$ cat src/rtl/fwd_pkg.sv
// -----------------------------------------------------------------------------
// fwd_pkg
// Shared types and width helpers for the forwarding scoreboard.
//   entry_t  : one in-flight register write {valid, we, dst, rdy}
//   SEL_RF   : fwd_sel code meaning "read the register file"
//   sel_w()  : width of a per-source select (0 = RF, j+1 = stage j)
//   rdy_w()  : width of a ready-stage index
// entry_t fields are sized to fixed maxima so one struct serves every
// instance; ADDR_W must not exceed ADDR_W_MAX and clog2(DEPTH) must not
// exceed RDY_W_MAX.
// -----------------------------------------------------------------------------
package fwd_pkg;

  localparam int ADDR_W_MAX = 8;
  localparam int RDY_W_MAX  = 4;
  localparam int SEL_RF     = 0;

  typedef struct packed {
    logic                  valid;
    logic                  we;
    logic [ADDR_W_MAX-1:0] dst;
    logic [RDY_W_MAX-1:0]  rdy;
  } entry_t;

  function automatic int sel_w(input int depth);
    return $clog2(depth + 1);
  endfunction

  // A single tracked stage still needs a 1-bit port.
  function automatic int rdy_w(input int depth);
    return (depth > 1) ? $clog2(depth) : 1;
  endfunction

endpackage

$ cat src/rtl/fwd_match.sv
// -----------------------------------------------------------------------------
// fwd_match
// Priority matcher for one source operand over the DEPTH scoreboard entries.
// The lowest matching index (youngest producer) wins.
// Ports:
//   ent_i       in   scoreboard entries, index 0 = EX
//   src_addr_i  in   source register address
//   src_used_i  in   source is actually read
//   sel_o       out  0 = register file, j+1 = stage j result bus
//   stall_req_o out  winning producer's value is not on its bus yet
// -----------------------------------------------------------------------------
module fwd_match
  import fwd_pkg::*;
#(
  parameter int ADDR_W = 5,
  parameter int DEPTH  = 3,
  parameter int SEL_W  = sel_w(DEPTH)
) (
  input  entry_t            ent_i [DEPTH],
  input  logic [ADDR_W-1:0] src_addr_i,
  input  logic              src_used_i,
  output logic [SEL_W-1:0]  sel_o,
  output logic              stall_req_o
);

  logic [ADDR_W_MAX-1:0] src_ext;
  logic [DEPTH-1:0]      hit;
  logic [DEPTH-1:0]      late;

  assign src_ext = ADDR_W_MAX'(src_addr_i);

  for (genvar gi = 0; gi < DEPTH; gi++) begin : g_ent
    // dst != 0 keeps $0 from ever matching (and so from ever stalling).
    assign hit[gi]  = ent_i[gi].valid & ent_i[gi].we & src_used_i &
                      (ent_i[gi].dst != '0) & (ent_i[gi].dst == src_ext);
    // Value first appears on stage rdy's bus; at an earlier stage it is late.
    assign late[gi] = (ent_i[gi].rdy > RDY_W_MAX'(gi));
  end

  // Walk oldest to youngest so the youngest hit overwrites older ones.
  always_comb begin
    sel_o       = SEL_W'(SEL_RF);
    stall_req_o = 1'b0;
    for (int j = DEPTH - 1; j >= 0; j--) begin
      if (hit[j]) begin
        sel_o       = SEL_W'(j + 1);
        stall_req_o = late[j];
      end
    end
  end

endmodule

$ cat src/rtl/forward_scoreboard.sv
// -----------------------------------------------------------------------------
// forward_scoreboard
// Forwarding / hazard unit sitting beside the register file in ID. Tracks
// every in-flight register write over DEPTH stages after ID, picks the
// youngest producer for each source, stalls when that producer's data is not
// ready, and counts stalled cycles (saturating).
// Ports:
//   clk, rst_n        clock, asynchronous active-low reset
//   id_valid          ID holds a real instruction
//   id_src_addr       NUM_SRC packed source addresses (k at [k*ADDR_W +: ADDR_W])
//   id_src_used       per-source read enable
//   id_reg_write      ID instruction writes a register
//   id_dst_addr       destination register
//   id_rdy_stage      first stage whose result bus carries the value
//   flush             kill the ID instruction this cycle
//   stat_clr          clear stall_cnt (wins over a stall)
//   stall             hold PC/IF/ID, bubble into EX
//   fwd_sel           NUM_SRC packed selects, SEL_W bits each
//   stall_cnt         saturating stalled-cycle count
// -----------------------------------------------------------------------------
module forward_scoreboard
  import fwd_pkg::*;
#(
  parameter  int NUM_SRC = 2,
  parameter  int ADDR_W  = 5,
  parameter  int DEPTH   = 3,
  parameter  int CNT_W   = 32,
  localparam int SEL_W   = sel_w(DEPTH),
  localparam int RDY_W   = rdy_w(DEPTH)
) (
  input  logic                      clk,
  input  logic                      rst_n,
  input  logic                      id_valid,
  input  logic [NUM_SRC*ADDR_W-1:0] id_src_addr,
  input  logic [NUM_SRC-1:0]        id_src_used,
  input  logic                      id_reg_write,
  input  logic [ADDR_W-1:0]         id_dst_addr,
  input  logic [RDY_W-1:0]          id_rdy_stage,
  input  logic                      flush,
  input  logic                      stat_clr,
  output logic                      stall,
  output logic [NUM_SRC*SEL_W-1:0]  fwd_sel,
  output logic [CNT_W-1:0]          stall_cnt
);

  entry_t             ent_q [DEPTH];
  entry_t             push_d;
  logic [NUM_SRC-1:0] src_req;
  logic [CNT_W-1:0]   cnt_q;
  logic [CNT_W-1:0]   cnt_d;

  // ---------------------------------------------------------------------------
  // Per-source matchers
  // ---------------------------------------------------------------------------
  for (genvar gi = 0; gi < NUM_SRC; gi++) begin : g_src
    fwd_match #(
      .ADDR_W (ADDR_W),
      .DEPTH  (DEPTH),
      .SEL_W  (SEL_W)
    ) u_match (
      .ent_i       (ent_q),
      .src_addr_i  (id_src_addr[gi*ADDR_W +: ADDR_W]),
      .src_used_i  (id_src_used[gi]),
      .sel_o       (fwd_sel[gi*SEL_W +: SEL_W]),
      .stall_req_o (src_req[gi])
    );
  end

  // Stall depends only on registered entries and ID inputs, never on itself.
  assign stall = id_valid & ~flush & (|src_req);

  // ---------------------------------------------------------------------------
  // Push mux: a stalled or flushed ID sends a bubble into EX.
  // ---------------------------------------------------------------------------
  always_comb begin
    push_d = '0;
    if (id_valid && !stall && !flush) begin
      push_d.valid = 1'b1;
      push_d.we    = id_reg_write;
      push_d.dst   = ADDR_W_MAX'(id_dst_addr);
      // A ready stage beyond WB is treated as WB.
      push_d.rdy   = (id_rdy_stage > RDY_W'(DEPTH - 1)) ? RDY_W_MAX'(DEPTH - 1)
                                                        : RDY_W_MAX'(id_rdy_stage);
    end
  end

  // ---------------------------------------------------------------------------
  // Entry shift register; entry[DEPTH-1] retires into the write-first RF.
  // ---------------------------------------------------------------------------
  for (genvar gi = 0; gi < DEPTH; gi++) begin : g_stage
    if (gi == 0) begin : g_head
      always_ff @(posedge clk or negedge rst_n) begin
        if (!rst_n) begin
          ent_q[gi] <= '0;
        end else begin
          ent_q[gi] <= push_d;
        end
      end
    end else begin : g_tail
      always_ff @(posedge clk or negedge rst_n) begin
        if (!rst_n) begin
          ent_q[gi] <= '0;
        end else begin
          ent_q[gi] <= ent_q[gi-1];
        end
      end
    end
  end

  // ---------------------------------------------------------------------------
  // Saturating stall counter; clear beats a simultaneous stall.
  // ---------------------------------------------------------------------------
  always_comb begin
    cnt_d = cnt_q;
    if (stat_clr) begin
      cnt_d = '0;
    end else if (stall && (cnt_q != '1)) begin
      cnt_d = cnt_q + CNT_W'(1);
    end
  end

  always_ff @(posedge clk or negedge rst_n) begin
    if (!rst_n) begin
      cnt_q <= '0;
    end else begin
      cnt_q <= cnt_d;
    end
  end

  assign stall_cnt = cnt_q;

endmodule

$ cat config.mk
export PLATFORM = sky130hd
export DESIGN_NAME = forward_scoreboard
export DESIGN_NICKNAME = d
export VERILOG_FILES = /design/src/rtl/fwd_pkg.sv /design/src/rtl/fwd_match.sv /design/src/rtl/forward_scoreboard.sv
export SDC_FILE = /design/constraint.sdc
export NUM_CORES = 1
export LEC_CHECK = 0
export ABC_AREA = 1
export CAP_MARGIN = 20
export CORE_ASPECT_RATIO = 1.75
export CORE_MARGIN = 8
export CORE_UTILIZATION = 50
export CTS_BUF_LIST = sky130_fd_sc_hd__clkbuf_4
export CTS_CLUSTER_SIZE = 24
export DETAILED_ROUTE_END_ITERATION = 8
export PLACE_DENSITY_LB_ADDON = 0.15
export SLEW_MARGIN = 20
export SYNTH_ARGS = -nofsm -noshare
export SYNTH_HDL_FRONTEND = slang
export SYNTH_HIERARCHICAL = 1
export SYNTH_SLANG_ARGS = --single-unit
$ cat constraint.sdc
create_clock -name clk -period 2.99 [get_ports clk]
set_input_delay 0.598 -clock clk [delete_from_list [all_inputs] [get_ports clk]]
set_output_delay 0.598 -clock clk [all_outputs]
set_load 0.01 [all_outputs]
==> results of run 1 <==
## repair_timing
action | 4_1_cts | 5_1_grt
resized for setup | 13 | 9
buffers inserted | 0 | 1
setup endpoints to repair | 5 | 2
pin swaps | 2 | 6
## cell usage in the layout (no fill, tap or decap), types with 3 or more instances in the layout
master / count
nand3b_1: 4
nand4_1: 8
inv_1: 68
nand2_1: 217
clkdlybuf4s50_1: 51
dfrtp_1: 59
o21ai_0: 9
nand3_1: 39
nor2_1: 87
o21bai_1: 6
nand2_4: 3
nor2_4: 5
clkbuf_4: 10
a21oi_1: 5
nor2_2: 11
xor2_1: 7
o21a_1: 3
o21ai_2: 23
buf_4: 24
nand2_2: 4
dlygate4sd2_1: 6
inv_2: 13
conb_1: 30
xnor2_1: 4
clkinv_2: 3
nand3_2: 23
o21ai_1: 3
## worst paths after layout
kind,slack [ps],end,from
max,90,stall,id_src_used[0]
min reg2reg,370,ent_q[0]$_DFF_PN0_,ent_q[14]$_DFF_PN0_
max reg2reg,580,stall_cnt[23]$_DFFE_PN0P_,ent_q[19]$_DFF_PN0_
min,320,ent_q[29]$_DFF_PN0_,rst_n
min in group clk,370,ent_q[0]$_DFF_PN0_,ent_q[14]$_DFF_PN0_
max in group asynchronous,2110,ent_q[27]$_DFF_PN0_,rst_n
## worst register-to-register path: stages, from the launching register on
cell,delay [ps]
dfrtp_1,520
nor2_2,170
nand3_1,90
o21ai_0,320
nor2_4,70
nor2_1,110
nor2_1,50
nor2_1,140
o21a_1,150
buf_4,100
buf_4,150
nand2_4,120
buf_4,200
nand3_2,70
o21ai_2,50
## sequential cells by signal (all words and copies together) (netlist names)
register,cells
ent_q,27
stall_cnt,32
## per-stage QoR
stage	util [%]	hold WS (ps)
finish	65.1	325
global route	65.1	355
CTS	64.8	331
detailed placement	63.1	353
global placement	63.1	333
floorplan	-	302
## synthesized netlist by cell type
cell	count	area, um2
inv_2	12	45.0
buf_2	2	10.0
or3_1	2	12.5
nand3_1	39	195
nand3_2	23	230
o21bai_1	6	45.0
o21a_1	3	22.5
nand3_4	1	17.5
inv_1	69	259
o21ai_2	23	201
o22ai_1	2	12.5
nor2_4	2	22.5
buf_6	2	22.5
nor3_2	2	20.0
ha_1	1	12.5
or4_1	2	15.0
conb_1	1	3.75
clkinv_1	1	3.75
dfrtp_1	59	1480
xor2_1	7	61.3
xnor2_1	4	35.0
o21ai_1	2	10.0
buf_8	2	30.0
nand4_1	8	50.1
nor2_2	11	68.8
nor2_8	1	20.0
o21ai_0	10	50.1
nor3_1	2	10.0
a21oi_1	6	30.0
nand2_4	3	33.8
nor2_1	90	338
clkbuf_4	1	7.51
nand3b_1	4	30.0
nand2_1	217	815
nand2_2	4	25.0
buf_12	1	20.0
## metal layers
layer  routed length, um  share of wire, %  global-route usage, %  up-vias
met5                   0                 0                      0        -
met1                4430                34                   20.2     1998
li1                    -                 -                      -     2172
met3                 538               4.1                   4.33       51
met2                7180                55                   42.3      135
met4                 890               6.8                   18.1        0
## power breakdown
group / internal, uW / switching [uW] / leakage, uW
sequential: 811 / 21.5 / 0.000810
clock: 257 / 306 / 0.0000736
combinational: 74.6 / 114 / 0.00164
total: 1140 / 441 / 0.00252
## layout make-up
cell class              instances  area share (%)
well taps                     115            2.66
flip-flops and latches         59            27.3
diodes                          1          0.0462
repair buffers                 87            15.1
inverters                      82            5.68
clock inverters                 6            1.04
multi-input cells             505            46.8
clock buffers                  10            1.39
## cell families after synthesis
kind of cell	count (synthesis)	share of synthesized area [%]
other	1	0.0880
XOR/XNOR	11	2.26
buffers and inverters	90	9.34
adder cells (fa/ha/maj)	1	0.294
AND/OR/NAND/NOR	411	44.7
AO/OA/AOI/OAI	52	8.72
flip-flops	59	34.6
==> results.py, run 1 <==
metrics = {
    "outcome": {
        "run_status": "finished clean",
    },
    "global_routing": {
        "grt_max_degree": 60,
        "grt_pass1_vias": 4433,
        "grt_first_pass_wirelength_mm": 20.8,
        "grt-ovfl-total": 0,
        "grt_usage_pct": 22.7,
        "antenna_found_initial": 1,
    },
    "pwr": {
        "p_total_uw": 1580,
        "p_leak_uw": 0.00252,
        "peakVddDrop_uv": 428,
        "power_density_mw_per_mm2": 292,
    },
    "clock_tree": {
        "cts_tree": "done",
        "cts_buffer_depth": 2,
        "postCtsHoldBufs": 0,
        "cts_num_sinks": 59,
        "clk_pin_slew_worst_paths_ps": 110,
        "cts_buffers": 9,
        "htreeDepth": 3,
        "worstSkewPairLatency_ps": 410,
        "cts-root-buf": "clkbuf_4",
    },
    "worst_setup_path": {
        "crit_type": "input port to output port",
        "crit_family": "buffers and inverters",
        "crit_arrival_ps": 2300,
        "slowest_delay_ps": 540,
        "cpMaxStageDelayCell": "clkdlybuf4s50_1",
        "cp_num_cells": 11,
        "reg2reg_depth": 14,
        "worstSetupStartpointType": "input port",
        "critPathBufInv": 4,
        "path_common_cell": "nor2_1",
        "cp_max_fo": 3,
        "end_kind": "output port",
        "cp.required_ps": 2390,
        "crit_chain": "clkdlybuf4s50_1, inv_2, buf_4, nor2_1, o21ai_0, nor2_4, nor2_1, nor2_1, nor2_1, o21a_1, clkbuf_2",
    },
    "drt": {
        "final_antenna_net_count": 0,
        "drt_wl_total_mm": 13.0,
        "drt-pass1-iter-count": 5,
        "vias": 4356,
        "via_per_inst": 5.04,
        "route.detailed.drc": 0,
        "drt-wirelength-per-cell_um": 15.1,
        "drtIter0Drc": 165,
    },
    "place": {
        "gp_congestion": 0.987,
        "post_dp_cell_area_mm2": 0.00524,
        "dp.cells": 847,
        "portBuffers": 61,
        "dp_slack_ps": -317,
        "hpwl_mm": 10.2,
    },
    "finish": {
        "instances_no_fill": 865,
        "drive_above_1_share_pct": 17.4,
        "area_delta_synth_final_pct": 27.1,
        "fillers": 784,
        "multi_input_area_mm2": 0.00253,
        "final_nets": 770,
        "final_area_mm2": 0.00542,
        "regArea_mm2": 0.00148,
    },
    "flow_run": {
        "drv_cap": 0,
    },
    "synth": {
        "yosysSeqAreaShare_pct": 34.6,
        "avgSynthCellArea_um2": 6.82,
        "synth_seq_cells": 59,
        "ys_types": 36,
        "synthCells": 625,
        "synth_area_mm2": 0.00426,
        "synth_warnings": 6,
    },
    "timing": {
        "relSlewSlack_pct": 47.0,
        "drv_slew": 0,
        "setup-violations-final": 0,
        "worst_slew_pin_slew_ps": 794,
        "rsz0062_at_grt": "no",
        "min_period_over_period_pct": 96.9,
        "period_needed_ps": 2900,
        "final_hold_viol_count": 0,
        "setup_tns_ps": 0,
        "fmax_ghz": 0.345,
        "skew_ps": 16.0,
        "setup_ws_ps": 93.3,
    },
    "floorplanning": {
        "pin_count": 62,
        "start_util_pct": 51.3,
        "dieArea_mm2": 0.0119,
        "die_h_um": 138,
        "core-area_mm2": 0.00831,
        "die_w_um": 85.8,
        "rows": 44,
    },
    "min_path": {
        "worstHoldPathType": "input port to asynchronous set/reset pin",
    },
}
Note: power is estimated with default switching activity, not from simulation.
==> inputs of run 2 (changes only) <==
--- a/config.mk
+++ b/config.mk
@@ -6,7 +6,7 @@
 export NUM_CORES = 1
 export LEC_CHECK = 0
 export ABC_AREA = 1
-export CAP_MARGIN = 20
+export CAP_MARGIN = 10
 export CORE_ASPECT_RATIO = 1.75
 export CORE_MARGIN = 8
 export CORE_UTILIZATION = 50
==> results of run 2 <==
The final DEF is identical to that of run 1; final timing and power are the same.
==> inputs of run 3 (changes only) <==
--- a/config.mk
+++ b/config.mk
@@ -19,3 +19,4 @@
 export SYNTH_HDL_FRONTEND = slang
 export SYNTH_HIERARCHICAL = 1
 export SYNTH_SLANG_ARGS = --single-unit
+export TNS_END_PERCENT = 20
==> run 3 against run 2 <==
  * Core utilization decreased by 0.18 points
  * Final area shrank 0.28%
  * Sequential power barely moved
==> results.py, run 3 (synthesis results as in run 1) <==
metrics = {
    "drt": {
        "vias": 4342,
        "drt_wl_total_mm": 13.1,
        "via_per_inst": 5.03,
        "final_antenna_net_count": 0,
        "drtIter0Drc": 169,
        "drt-pass1-iter-count": 5,
        "drt-wirelength-per-cell_um": 15.1,
        "route.detailed.drc": 0,
    },
    "timing": {
        "fmax_ghz": 0.347,
        "rsz0062_at_grt": "yes",
        "period_needed_ps": 2880,
        "setup-violations-final": 0,
        "drv_slew": 0,
        "min_period_over_period_pct": 96.3,
        "relSlewSlack_pct": 47.0,
        "final_hold_viol_count": 0,
        "skew_ps": 16.6,
        "worst_slew_pin_slew_ps": 795,
    },
    "finish": {
        "largest_register_ff_count": 32,
        "layout_commonest_cell": "nand2_1",
        "final_nets": 769,
        "final_area_mm2": 0.00540,
        "final_cell_mix": "nand2_1, nor2_1, inv_1, dfrtp_1, clkdlybuf4s50_1",
        "area_delta_synth_final_pct": 26.7,
        "drive_above_1_share_pct": 17.0,
        "fin_util_pct": 65.0,
    },
    "place": {
        "hpwl_mm": 10.2,
        "portBuffers": 61,
        "gp_congestion": 0.987,
        "post_dp_cell_area_mm2": 0.00524,
    },
    "global_routing": {
        "grt_pass1_vias": 4418,
        "grt_max_degree": 60,
        "grt_first_pass_wirelength_mm": 20.8,
        "grt_usage_pct": 22.7,
        "grt-ovfl-total": 0,
        "antenna_found_initial": 1,
    },
    "pwr": {
        "p_leak_uw": 0.00252,
        "seqPwrFrac_pct": 52.5,
        "power_density_mw_per_mm2": 294,
        "switching_share_pct": 28.0,
        "pwr-share-clk_pct": 35.7,
        "p_comb_share_pct": 11.8,
        "switchingPower_uw": 444,
        "intPower_uw": 1140,
        "peakVddDrop_uv": 428,
    },
    "floorplanning": {
        "core-area_mm2": 0.00831,
        "rows": 44,
        "die_w_um": 85.8,
        "dieArea_mm2": 0.0119,
        "pin_count": 62,
        "start_util_pct": 51.3,
        "die_h_um": 138,
    },
    "worst_setup_path": {
        "worstSetupStartpointType": "input port",
        "cp_max_fo": 4,
        "crit_type": "input port to output port",
        "cp.required_ps": 2390,
        "crit_arrival_ps": 2280,
        "end_kind": "output port",
    },
    "min_path": {
        "worstHoldPathType": "input port to asynchronous set/reset pin",
    },
    "clock_tree": {
        "htreeDepth": 3,
        "cts_num_sinks": 59,
        "postCtsHoldBufs": 0,
        "cts-root-buf": "clkbuf_4",
        "clk_pin_slew_worst_paths_ps": 110,
        "cts_buffers": 9,
        "cts_buffer_depth": 2,
        "cts_tree": "done",
        "worstSkewPairLatency_ps": 420,
    },
    "outcome": {
        "run_status": "finished clean",
    },
    "flow_run": {
        "drv_cap": 0,
    },
}
run 3: power by group through the flow:
stage	clock network, uW	registers (uW)	logic (uW)
final	567	833	187
after global routing	620	836	212
after CTS	588	833	186
after detailed placement	0	848	184
after global placement	0	848	182
after floorplan	0	840	95.9
run 3: final timing paths:
kind	cells after the start	end	from	slack [ps]
max in group asynchronous	2	ent_q[19]$_DFF_PN0_	rst_n	2120
setup reg to reg	13	stall_cnt[23]$_DFFE_PN0P_	ent_q[19]$_DFF_PN0_	650
setup / recovery	9	fwd_sel[0]	id_src_addr[0]	110
min in group clk	0	ent_q[0]$_DFF_PN0_	ent_q[14]$_DFF_PN0_	370
hold / removal	2	stall_cnt[2]$_DFFE_PN0P_	rst_n	330
hold reg to reg	0	ent_q[0]$_DFF_PN0_	ent_q[14]$_DFF_PN0_	370
run 3: repair_timing:
action / in CTS / in global routing
endpoints found under the setup margin: 5 / 3
pin swaps: 2 / 0
setup buffers: 0 / 0
gates resized for setup: 15 / 5
endpoints found under the hold margin: 0 / 0
cloned: 0 / 0
run 3: routing by layer:
metal | up-vias | track usage, % | share of wire [%]
met4 | 0 | 17.2 | 6.0
met5 | - | 0 | 0
li1 | 2167 | - | -
met1 | 1998 | 20.3 | 34
met2 | 132 | 42.7 | 56
met3 | 45 | 4.27 | 4.2
run 3: worst max-delay path, cell delays in order:
cell	delay (ps)
clkdlybuf4s50_1	530
inv_2	70
nand2_1	50
o21ai_0	130
nor3_4	220
nand3_2	120
buf_4	150
o21ai_0	90
dlygate4sd2_1	300
run 3: cell type report:
cell class                      count  area [um2]
Fill cell                         788        2910
Timing Repair Buffer               86         810
Inverter                           82         308
Sequential cell                    59        1480
Tap cell                          115         144
Clock buffer                       10        75.1
Antenna cell                        1        2.50
Clock inverter                      6        56.3
Multi-Input combinational cell    505        2530
run 3: through the flow:
stage | TNS (ps) | total power (uW) | hold WS [ps] | worst slack [ps] | instances
2_1_floorplan | 0 | 936 | 302 | 827 | 654
3_3_place_gp | -863 | 1030 | 333 | -311 | 847
3_5_place_dp | -945 | 1030 | 353 | -317 | 847
4_1_cts | -85.0 | 1610 | 331 | -85.0 | 863
5_1_grt | -62.6 | 1670 | 355 | -62.6 | 864
6_report | 0 | 1590 | 327 | 111 | 864
